===== src/rtl/butterfly_pipe.sv =====
// ---------------------------------------------------------------------------
// butterfly_pipe
//   Three-stage pipelined radix-2 complex butterfly for the FFT datapath.
//   Each beat selects DIT (out0 = A + B*W, out1 = A - B*W) or
//   DIF (out0 = A + B, out1 = (A - B)*W). An optional divide-by-2 is applied
//   to the add/subtract results. Products are rounded half-up, and every
//   result saturates, which raises a sticky overflow flag.
//
//   Stage S1: DIF pre-add/subtract, or DIT pass-through of A/B
//   Stage S2: complex multiply (B*W for DIT, (A-B)*W for DIF)
//   Stage S3: DIT post-add/subtract, or DIF pass-through (output registers)
//
// Ports
//   clk, reset_n          clock, asynchronous active-low reset
//   in_valid / in_ready   input handshake (in_ready is combinational)
//   in_a, in_b, in_w      packed complex operands {re[WIDTH-1:H], im[H-1:0]}
//   in_mode               0 = DIT, 1 = DIF (travels with the beat)
//   in_scale              1 = halve the add/subtract results (travels with the beat)
//   in_tag                sideband tag, passed through unchanged
//   out_valid / out_ready output handshake
//   out0, out1, out_tag   butterfly results and the tag of the output beat
//   ovf, ovf_clr          sticky saturation flag and its synchronous clear
// ---------------------------------------------------------------------------
module butterfly_pipe #(
    parameter int unsigned WIDTH = 32,
    parameter int unsigned TAG_W = 8
) (
    input  logic             clk,
    input  logic             reset_n,
    input  logic             in_valid,
    output logic             in_ready,
    input  logic [WIDTH-1:0] in_a,
    input  logic [WIDTH-1:0] in_b,
    input  logic [WIDTH-1:0] in_w,
    input  logic             in_mode,
    input  logic             in_scale,
    input  logic [TAG_W-1:0] in_tag,
    output logic             out_valid,
    input  logic             out_ready,
    output logic [WIDTH-1:0] out0,
    output logic [WIDTH-1:0] out1,
    output logic [TAG_W-1:0] out_tag,
    output logic             ovf,
    input  logic             ovf_clr
);

    localparam int unsigned H  = WIDTH / 2;   // width of one real/imag part
    localparam int unsigned PW = 2 * H;       // full partial-product width
    localparam int unsigned CW = WIDTH + 1;   // complex result plus saturation flag

    // Saturate an (H+1)-bit signed value to H bits; MSB of result flags saturation.
    function automatic logic [H:0] sat_h(input logic [H:0] s);
        logic [H:0] r;
        r = {1'b0, s[H-1:0]};
        if (s[H] != s[H-1]) begin
            r = {1'b1, s[H], {(H-1){~s[H]}}};
        end
        return r;
    endfunction

    // Real add/subtract at H+1 bits; scaled results use (s + 1) >>> 1 and cannot overflow.
    function automatic logic [H:0] addsub_h(input logic [H-1:0] x, input logic [H-1:0] y,
                                            input logic sub, input logic scale);
        logic [H:0] xe;
        logic [H:0] ye;
        logic [H:0] s;
        logic [H:0] t;
        xe = {x[H-1], x};
        ye = {y[H-1], y};
        s  = sub ? (xe - ye) : (xe + ye);
        t  = s + (H+1)'(1);
        if (scale) begin
            return {1'b0, H'(t >> 1)};
        end
        return sat_h(s);
    endfunction

    // Q1.(H-1) real multiply: full-width product, round half-up, keep bits [2H-1:H-1].
    // Bit 2H-1 is kept so that -1 * -1 is seen as out of range and saturated.
    function automatic logic [H:0] mul_h(input logic [H-1:0] x, input logic [H-1:0] w);
        logic [PW-1:0] xe;
        logic [PW-1:0] we;
        logic [PW-1:0] p;
        xe = {{H{x[H-1]}}, x};
        we = {{H{w[H-1]}}, w};
        p  = xe * we;
        return sat_h((H+1)'((p + (PW'(1) << (H-2))) >> (H-1)));
    endfunction

    // Complex multiply; each rounded partial product is saturated before the sum.
    function automatic logic [CW-1:0] cmul(input logic [WIDTH-1:0] x, input logic [WIDTH-1:0] w);
        logic [H:0] rr;
        logic [H:0] ii;
        logic [H:0] ir;
        logic [H:0] ri;
        logic [H:0] re;
        logic [H:0] im;
        rr = mul_h(x[WIDTH-1:H], w[WIDTH-1:H]);
        ii = mul_h(x[H-1:0],     w[H-1:0]);
        ir = mul_h(x[H-1:0],     w[WIDTH-1:H]);
        ri = mul_h(x[WIDTH-1:H], w[H-1:0]);
        re = sat_h({rr[H-1], rr[H-1:0]} - {ii[H-1], ii[H-1:0]});
        im = sat_h({ir[H-1], ir[H-1:0]} + {ri[H-1], ri[H-1:0]});
        return {rr[H] | ii[H] | ir[H] | ri[H] | re[H] | im[H], re[H-1:0], im[H-1:0]};
    endfunction

    // Complex add/subtract.
    function automatic logic [CW-1:0] cadd(input logic [WIDTH-1:0] x, input logic [WIDTH-1:0] y,
                                           input logic sub, input logic scale);
        logic [H:0] re;
        logic [H:0] im;
        re = addsub_h(x[WIDTH-1:H], y[WIDTH-1:H], sub, scale);
        im = addsub_h(x[H-1:0],     y[H-1:0],     sub, scale);
        return {re[H] | im[H], re[H-1:0], im[H-1:0]};
    endfunction

    logic             advance;

    logic             s1_valid;
    logic             s1_mode;
    logic             s1_scale;
    logic [TAG_W-1:0] s1_tag;
    logic [WIDTH-1:0] s1_p;       // A (DIT) or A+B (DIF)
    logic [WIDTH-1:0] s1_q;       // B (DIT) or A-B (DIF): the multiplicand
    logic [WIDTH-1:0] s1_w;

    logic             s2_valid;
    logic             s2_mode;
    logic             s2_scale;
    logic [TAG_W-1:0] s2_tag;
    logic [WIDTH-1:0] s2_p;
    logic [WIDTH-1:0] s2_m;       // product

    logic [CW-1:0]    pre_sum;
    logic [CW-1:0]    pre_dif;
    logic [CW-1:0]    prod;
    logic [CW-1:0]    post_sum;
    logic [CW-1:0]    post_dif;
    logic             s1_sat;
    logic             s2_sat;
    logic             s3_sat;

    // Single global stall: the whole pipe moves only when the output slot frees.
    assign advance  = !out_valid || out_ready;
    assign in_ready = advance;

    // Datapath for all three stages; saturation only counts for valid beats in the right mode.
    always_comb begin
        pre_sum  = cadd(in_a, in_b, 1'b0, in_scale);
        pre_dif  = cadd(in_a, in_b, 1'b1, in_scale);
        prod     = cmul(s1_q, s1_w);
        post_sum = cadd(s2_p, s2_m, 1'b0, s2_scale);
        post_dif = cadd(s2_p, s2_m, 1'b1, s2_scale);
        s1_sat   = in_valid &&  in_mode && (pre_sum[CW-1] || pre_dif[CW-1]);
        s2_sat   = s1_valid && prod[CW-1];
        s3_sat   = s2_valid && !s2_mode && (post_sum[CW-1] || post_dif[CW-1]);
    end

    // S1: pre-add/subtract or pass-through.
    always_ff @(posedge clk or negedge reset_n) begin
        if (!reset_n) begin
            s1_valid <= 1'b0;
            s1_mode  <= 1'b0;
            s1_scale <= 1'b0;
            s1_tag   <= '0;
            s1_p     <= '0;
            s1_q     <= '0;
            s1_w     <= '0;
        end else if (advance) begin
            s1_valid <= in_valid;
            s1_mode  <= in_mode;
            s1_scale <= in_scale;
            s1_tag   <= in_tag;
            s1_p     <= in_mode ? pre_sum[WIDTH-1:0] : in_a;
            s1_q     <= in_mode ? pre_dif[WIDTH-1:0] : in_b;
            s1_w     <= in_w;
        end
    end

    // S2: complex multiply.
    always_ff @(posedge clk or negedge reset_n) begin
        if (!reset_n) begin
            s2_valid <= 1'b0;
            s2_mode  <= 1'b0;
            s2_scale <= 1'b0;
            s2_tag   <= '0;
            s2_p     <= '0;
            s2_m     <= '0;
        end else if (advance) begin
            s2_valid <= s1_valid;
            s2_mode  <= s1_mode;
            s2_scale <= s1_scale;
            s2_tag   <= s1_tag;
            s2_p     <= s1_p;
            s2_m     <= prod[WIDTH-1:0];
        end
    end

    // S3: post-add/subtract or pass-through into the output registers.
    always_ff @(posedge clk or negedge reset_n) begin
        if (!reset_n) begin
            out_valid <= 1'b0;
            out_tag   <= '0;
            out0      <= '0;
            out1      <= '0;
        end else if (advance) begin
            out_valid <= s2_valid;
            out_tag   <= s2_tag;
            out0      <= s2_mode ? s2_p : post_sum[WIDTH-1:0];
            out1      <= s2_mode ? s2_m : post_dif[WIDTH-1:0];
        end
    end

    // Sticky overflow; a new saturation beats a simultaneous clear.
    always_ff @(posedge clk or negedge reset_n) begin
        if (!reset_n) begin
            ovf <= 1'b0;
        end else if (advance && (s1_sat || s2_sat || s3_sat)) begin
            ovf <= 1'b1;
        end else if (ovf_clr) begin
            ovf <= 1'b0;
        end
    end

endmodule


===== config.mk =====
export PLATFORM = sky130hd
export DESIGN_NAME = butterfly_pipe
export DESIGN_NICKNAME = d
export VERILOG_FILES = /design/src/rtl/butterfly_pipe.sv
export SDC_FILE = /design/constraint.sdc
export NUM_CORES = 2
export LEC_CHECK = 0
export CAP_MARGIN = 20
export CORE_ASPECT_RATIO = 0.7
export CORE_MARGIN = 2
export CORE_UTILIZATION = 65
export DETAILED_ROUTE_END_ITERATION = 6
export GPL_ROUTABILITY_DRIVEN = 1
export PLACE_DENSITY = 0.84
export SYNTH_ARGS = -nofsm -noshare
export SYNTH_HDL_FRONTEND = slang
export SYNTH_SLANG_ARGS = --single-unit

===== constraint.sdc =====
create_clock -name clk -period 14.9 [get_ports clk]
set_clock_uncertainty 0.05 [all_clocks]
set_input_delay 4.47 -clock clk [delete_from_list [all_inputs] [get_ports clk]]
set_output_delay 4.47 -clock clk [all_outputs]
set_load 0.1 [all_outputs]

# [Word-level counts from Yosys, hierarchy flattened]
# Cells that the tools add are included.
[word_totals] register_bits=256 out_inout_bits=75
[classes] n_addsub=22 mul=4 n_eq_ne=14 mux=38 bitwise_logic=23 n_reduce_logical=14
[op_table] operator="17-bit 2-to-1 mux" n=30
[op_table] operator="17-bit by 1-bit adder with 17-bit output, second input constant" n=8
[op_table] operator="32-bit by 15-bit adder with 32-bit output, second input constant" n=4
[op_table] operator="16-bit by 16-bit multiplier with 32-bit output" n=4
[op_table] operator="32-bit 2-to-1 mux" n=4
[op_table] operator="16-bit by 16-bit adder with 17-bit output" n=5
[op_table] operator="16-bit by 16-bit subtractor with 17-bit output" n=5
[op_table] operator="1-bit inequality test" n=14
[op_table] operator="1-bit NOT" n=14
[op_table] operator="1-bit bitwise OR" n=9
[op_table] operator="1-bit logical AND" n=6
[op_table] operator="1-bit logical OR" n=5
[op_table] operator="1-bit 2-to-1 mux" n=4
[op_table] operator="1-bit zero test" n=2
[op_table] operator="2-bit nonzero test" n=1

# [Depth between registers and ports, before layout]
[depth] word_depth=14 depth_mapped=47

# [Worst setup path before layout]
# No wires, ideal clock.
[synth_path] path_type="input to output" start="input port out_ready" end="output port in_ready" arrival_time_ns=6.293 required_time_ns=10.380 slack_ns=4.087 stages=6 n_path_buf=4 path_cell_list="nor2b_1 > clkbuf_1 > clkinv_1 > clkbuf_1 > clkbuf_1 > clkbuf_1"
[synth_via] elab_chain_cells=1
[synth_rtl] item="from (decl)" line_no="39" source="input logic out_ready,"
[synth_rtl] item="1-bit logical OR" line_no="144" source="assign advance = !out_valid || out_ready;"
[synth_rtl] item="to (decl)" line_no="31" source="output logic in_ready,"
# No other way between the ends.

# [Final worst setup path]
[layout_path] start="register s1_q[31]" end="register s2_m[24]"
[layout_via] elab_chain_cells=7 word_cells_on_any_way=9 cone_classes="add/sub (2); mul (1); eq/ne (2); mux (2); bitwise (2)"
[layout_rtl] item="from (decl)" line_no="124" source="logic [WIDTH-1:0] s1_q;"
[layout_rtl] item="from (signal assigned)" line_no="175" source="s1_q <= in_mode ? pre_dif[WIDTH-1:0] : in_b;"
[layout_rtl] item="16-bit by 16-bit multiplier with 32-bit output *" line_no="86" source="p = xe * we;"
[layout_rtl] item="32-bit by 15-bit adder with 32-bit output *" line_no="87" source="return sat_h((H+1)'((p + (PW'(1) << (H-2))) >> (H-1)));"
[layout_rtl] item="1-bit inequality test / 1-bit NOT (equally long branches)" line_no="55, 56"
[layout_rtl] item="17-bit 2-to-1 mux *" line_no="55" source="if (s[H] != s[H-1]) begin"
[layout_rtl] item="16-bit by 16-bit subtractor with 17-bit output *" line_no="102" source="re = sat_h({rr[H-1], rr[H-1:0]} - {ii[H-1], ii[H-1:0]});"
[layout_rtl] item="1-bit inequality test / 1-bit NOT (equally long branches)" line_no="55, 56"
[layout_rtl] item="17-bit 2-to-1 mux *" line_no="55"
[layout_rtl] item="to (signal assigned)" line_no="195" source="s2_m <= prod[WIDTH-1:0];"
[layout_rtl] item="to (decl)" line_no="132" source="logic [WIDTH-1:0] s2_m;"
# Mark *: on every way between the ends. The rest lies on a longest branch, timed or not.
# A chain may end at the register's enable or synchronous reset.

==> parameters.txt <==
Parameter                              Value

Outcome
  Run status ... finished, violations left
  Failing checks ... design-rule violations

Setup path
  Slowest cell delay on critical path ... 1080 ps
  Worst setup path startpoint ... s1_q[31]$_DFFE_PN0P_
  Crit path required time ... about 15000 ps
  Worst r2r path cells ... 37
  Flop-to-flop setup slack ... 1890 ps
  Critical path data arrival time ... 13490 ps
  Critical Path Source Type ... flop
  CP Class ... reg2reg
  Worst reg2reg endpoint ... s2_m[24]$_DFFE_PN0P_
  Cell repeated most along the worst path ... sky130_fd_sc_hd__fa_1
  Setup crit end ... s2_m[24]$_DFFE_PN0P_
  Worst flop-to-flop path startpoint ... s1_q[31]$_DFFE_PN0P_
  Biggest fanout along the worst timing path ... 19
  Slowest library cell on the worst path ... sky130_fd_sc_hd__dfrtp_1
  Kind of end point of the critical path ... flop

Route
  Antenna-violating nets left ... 0
  Number of detailed-route iterations in the first pass ... 7
  Detailed Route Iter0 Violations ... 5857
  Post-route DRC ... 2
  Drt total wl ... around 190000 um
  DR WL/cell ... about 23 um
  Via-to-Cell Ratio ... 6.17
  Vias ... slightly above 50000

Final layout
  Count of nets after finishing ... 8743
  Share of layout cells above drive strength 1 ... 0.0344
  Fill cell total of the finished layout ... approximately 7200
  Final cell count without fillers ... roughly 8400
  Final Cell Area ... between 60000 and 70000 um2
  Area added between synthesis and finish ... 6.21%

Flow run
  Number of maximum-capacitance constraint violations ... 0

STA
  Final worst path period share ... 0.873
  Summed negative setup slack over all endpoints ... 0 ps
  Pins over their slew limit ... 0
  Unrepaired setup endpoints after global routing ... no
  Highest Clock Rate ... approximately 77 MHz
  Hold Fails Final Rpt ... 0
  Worst Max-Slew Pin Slew ... around 1200 ps
  Relative slew slack ... 0.213
  Tmin final ... around 13000 ps
  Endpoints failing setup ... 0

GRT
  Pin count of the biggest net entering global routing ... ~90
  Number of global-route vias before repair ... 52765
  Total grt overflow ... 0
  Total Routing Usage GR ... 0.401
  Initial antenna violation count ... 7
  Wire length of the first global-routing pass ... 299000 um

Synthesis
  Number of enable flip-flop cells after synthesis ... 0
  Mapped Cells ... 7136
  Part of the Yosys area used for sequential elements ... 0.105
  Netlist cell types ... ~100
  Ranking of synthesized cells by area ... sky130_fd_sc_hd__fa_1 (35%), sky130_fd_sc_hd__dfrtp_1 (10%), sky130_fd_sc_hd__ha_1 (10%), sky130_fd_sc_hd__inv_1 (7.9%), sky130_fd_sc_hd__nand2_1 (5.9%)
  Most used standard cells in the synthesized netlist ... sky130_fd_sc_hd__inv_1 (1294), sky130_fd_sc_hd__fa_1 (1058), sky130_fd_sc_hd__nand2_1 (963)
  Synth Flop Type ... sky130_fd_sc_hd__dfrtp_1
  Count of state elements after synthesis ... roughly 260
  Warnings, synthesis ... 0
  Most frequent cell after synthesis ... sky130_fd_sc_hd__inv_1
  Synthesized Nets ... 8801
  Area of the mapped netlist ... roughly 60000 um2
  Share of flip-flops with an asynchronous set or reset ... 1.00
  Average size of a mapped cell ... 8.57 um2
  Cell accounting for the most synthesized area ... sky130_fd_sc_hd__fa_1
  Fraction of post-synthesis cell area in the top cell type by area ... 0.346

Place
  Count of buffers inserted at the top-level ports ... between 150 and 200
  Placed inst area ... 63900 um2
  Detailed placer's ending HPWL ... between 150000 and 200000 um
  Inst Count DP ... 8292
  GPL Wtd Cong ... approximately 1

Die
  Number of placement rows ... 94
  Die X ... 371 um
  I/O Pins ... around 190
  Initial standard-cell utilization of the core ... 0.653
  Area of the die ... 96600 um2
  Overall die height ... roughly 260 um
  Placeable core area ... between 90000 and 100000 um2

Clocking
  Root buffer selected by CTS ... sky130_fd_sc_hd__clkbuf_16
  Number of buffers added for setup after CTS ... 0
  H-tree levels ... 1
  TritonCTS buffer count ... 31
  Hold-fix buffers, CTS ... 0
  TritonCTS clock tree ... done
  Number of gates given a new drive strength after cts ... 0
  Clock edge transition at the registers on the reported setup and hold paths ... roughly 90 ps
  Longest Clk Path Bufs ... 3
  Worst skew pair latency ... ~650 ps
  Num Clock Sinks ... 256

Min path
  Worst hold path type ... reg2reg
## through the flow
step	hold WS, ps	setup slack (ps)	utilization
6_report	417	1890	0.694
3_3_place_gp	398	2700	0.682
3_5_place_dp	405	2300	0.682
5_1_grt	445	1110	0.694
4_1_cts	420	2200	0.694
2_1_floorplan	389	4090	-
## how the worst min path moves through the flow
stage	endpoint	startpoint	slack, ps	depth (start not counted)
floorplan	s1_tag[0]$_DFFE_PN0P_	s1_tag[0]$_DFFE_PN0P_	390	2
global placement	out_tag[4]$_DFFE_PN0P_	out_tag[4]$_DFFE_PN0P_	400	2
detailed placement	s2_tag[4]$_DFFE_PN0P_	s2_tag[4]$_DFFE_PN0P_	410	2
CTS	out_tag[2]$_DFFE_PN0P_	out_tag[2]$_DFFE_PN0P_	420	2
global route	s2_tag[0]$_DFFE_PN0P_	s2_tag[0]$_DFFE_PN0P_	440	2
finish	out_tag[2]$_DFFE_PN0P_	out_tag[2]$_DFFE_PN0P_	420	2
## critical path: cells and delay by family (launching register included)
kind                       cells  cell delay [ps]
and+or+nand+nor                8             1380
adders and majority gates     10             5290
xor gates and xnor gates       2              320
AOI/OAI and AO/OA             13             3670
buffers and inverters          3              290
DFF                            1             1080
muxes                          1              800
## cell usage in the layout, fill, tap and decap left out, types with 15 or more instances in the layout
cell	netlist	layout
sky130_fd_sc_hd__nor3b_1	20	20
sky130_fd_sc_hd__or3_1	44	44
sky130_fd_sc_hd__and3_1	39	39
sky130_fd_sc_hd__a22oi_1	24	24
sky130_fd_sc_hd__a221o_1	19	19
sky130_fd_sc_hd__and2_1	473	473
sky130_fd_sc_hd__o211ai_1	34	34
sky130_fd_sc_hd__fa_1	1058	1058
sky130_fd_sc_hd__clkdlybuf4s50_1	0	182
sky130_fd_sc_hd__o21bai_1	15	15
sky130_fd_sc_hd__o21ai_1	21	21
sky130_fd_sc_hd__dfrtp_1	256	254
sky130_fd_sc_hd__a21oi_1	294	294
sky130_fd_sc_hd__o31ai_1	24	24
sky130_fd_sc_hd__a211oi_1	53	53
sky130_fd_sc_hd__xor2_1	86	86
sky130_fd_sc_hd__clkbuf_16	0	31
sky130_fd_sc_hd__xnor2_1	214	214
sky130_fd_sc_hd__or2_2	23	23
sky130_fd_sc_hd__a31oi_1	41	41
sky130_fd_sc_hd__nand2_1	963	963
sky130_fd_sc_hd__inv_1	1294	1294
sky130_fd_sc_hd__a211o_1	20	20
sky130_fd_sc_hd__nor3_1	108	108
sky130_fd_sc_hd__ha_1	496	496
sky130_fd_sc_hd__a21o_1	72	72
sky130_fd_sc_hd__nand4_1	28	28
sky130_fd_sc_hd__nand2b_1	56	56
sky130_fd_sc_hd__a221oi_1	31	31
sky130_fd_sc_hd__nor2b_1	35	34
sky130_fd_sc_hd__buf_4	0	94
sky130_fd_sc_hd__o21ai_0	236	236
sky130_fd_sc_hd__o21a_1	35	35
sky130_fd_sc_hd__nand3_1	68	68
sky130_fd_sc_hd__nor4_1	27	27
sky130_fd_sc_hd__nor2_1	276	276
## routing by layer
layer  wire, um  vias up  GRT usage
met3      27500      529      0.137
met5         23        -          0
li1           -    22377          -
met4       8560        4      0.153
met2      81200     3060      0.588
met1      72900    25578      0.550
## cells by family after synthesis
family                     synth area share
AOI/OAI and AO/OA                     0.120
DFF                                   0.105
buffers and inverters                 0.103
and+or+nand+nor                       0.176
xor gates and xnor gates             0.0434
adders and majority gates             0.450
muxes                               0.00284
## cell type report
| type | instances | area [um2] | share of cell area |
|---|---|---|---|
| multi-input combinational | 5207 | 48400 | 0.746 |
| sequential | 256 | 6410 | 0.0986 |
| inverter | 1301 | 4890 | 0.0753 |
| timing repair buffer | 281 | 2570 | 0.0396 |
| tap | 1248 | 1560 | 0.0240 |
| clock buffer | 39 | 866 | 0.0133 |
| clock inverter | 18 | 218 | 0.00335 |
| antenna | 1 | 2.50 | 0.0000385 |
## sequential cells by signal, summed over array words and instances (netlist names), 8 cells and up
signal,count
s1_tag,8
s1_w,32
s2_p,32
s1_q,32
s1_p,32
out1,32
out0,32
s2_m,32
out_tag,8
s2_tag,8
Power is not shown: default switching activity piles up to over one toggle a cycle in this logic, so the estimate is an artifact.
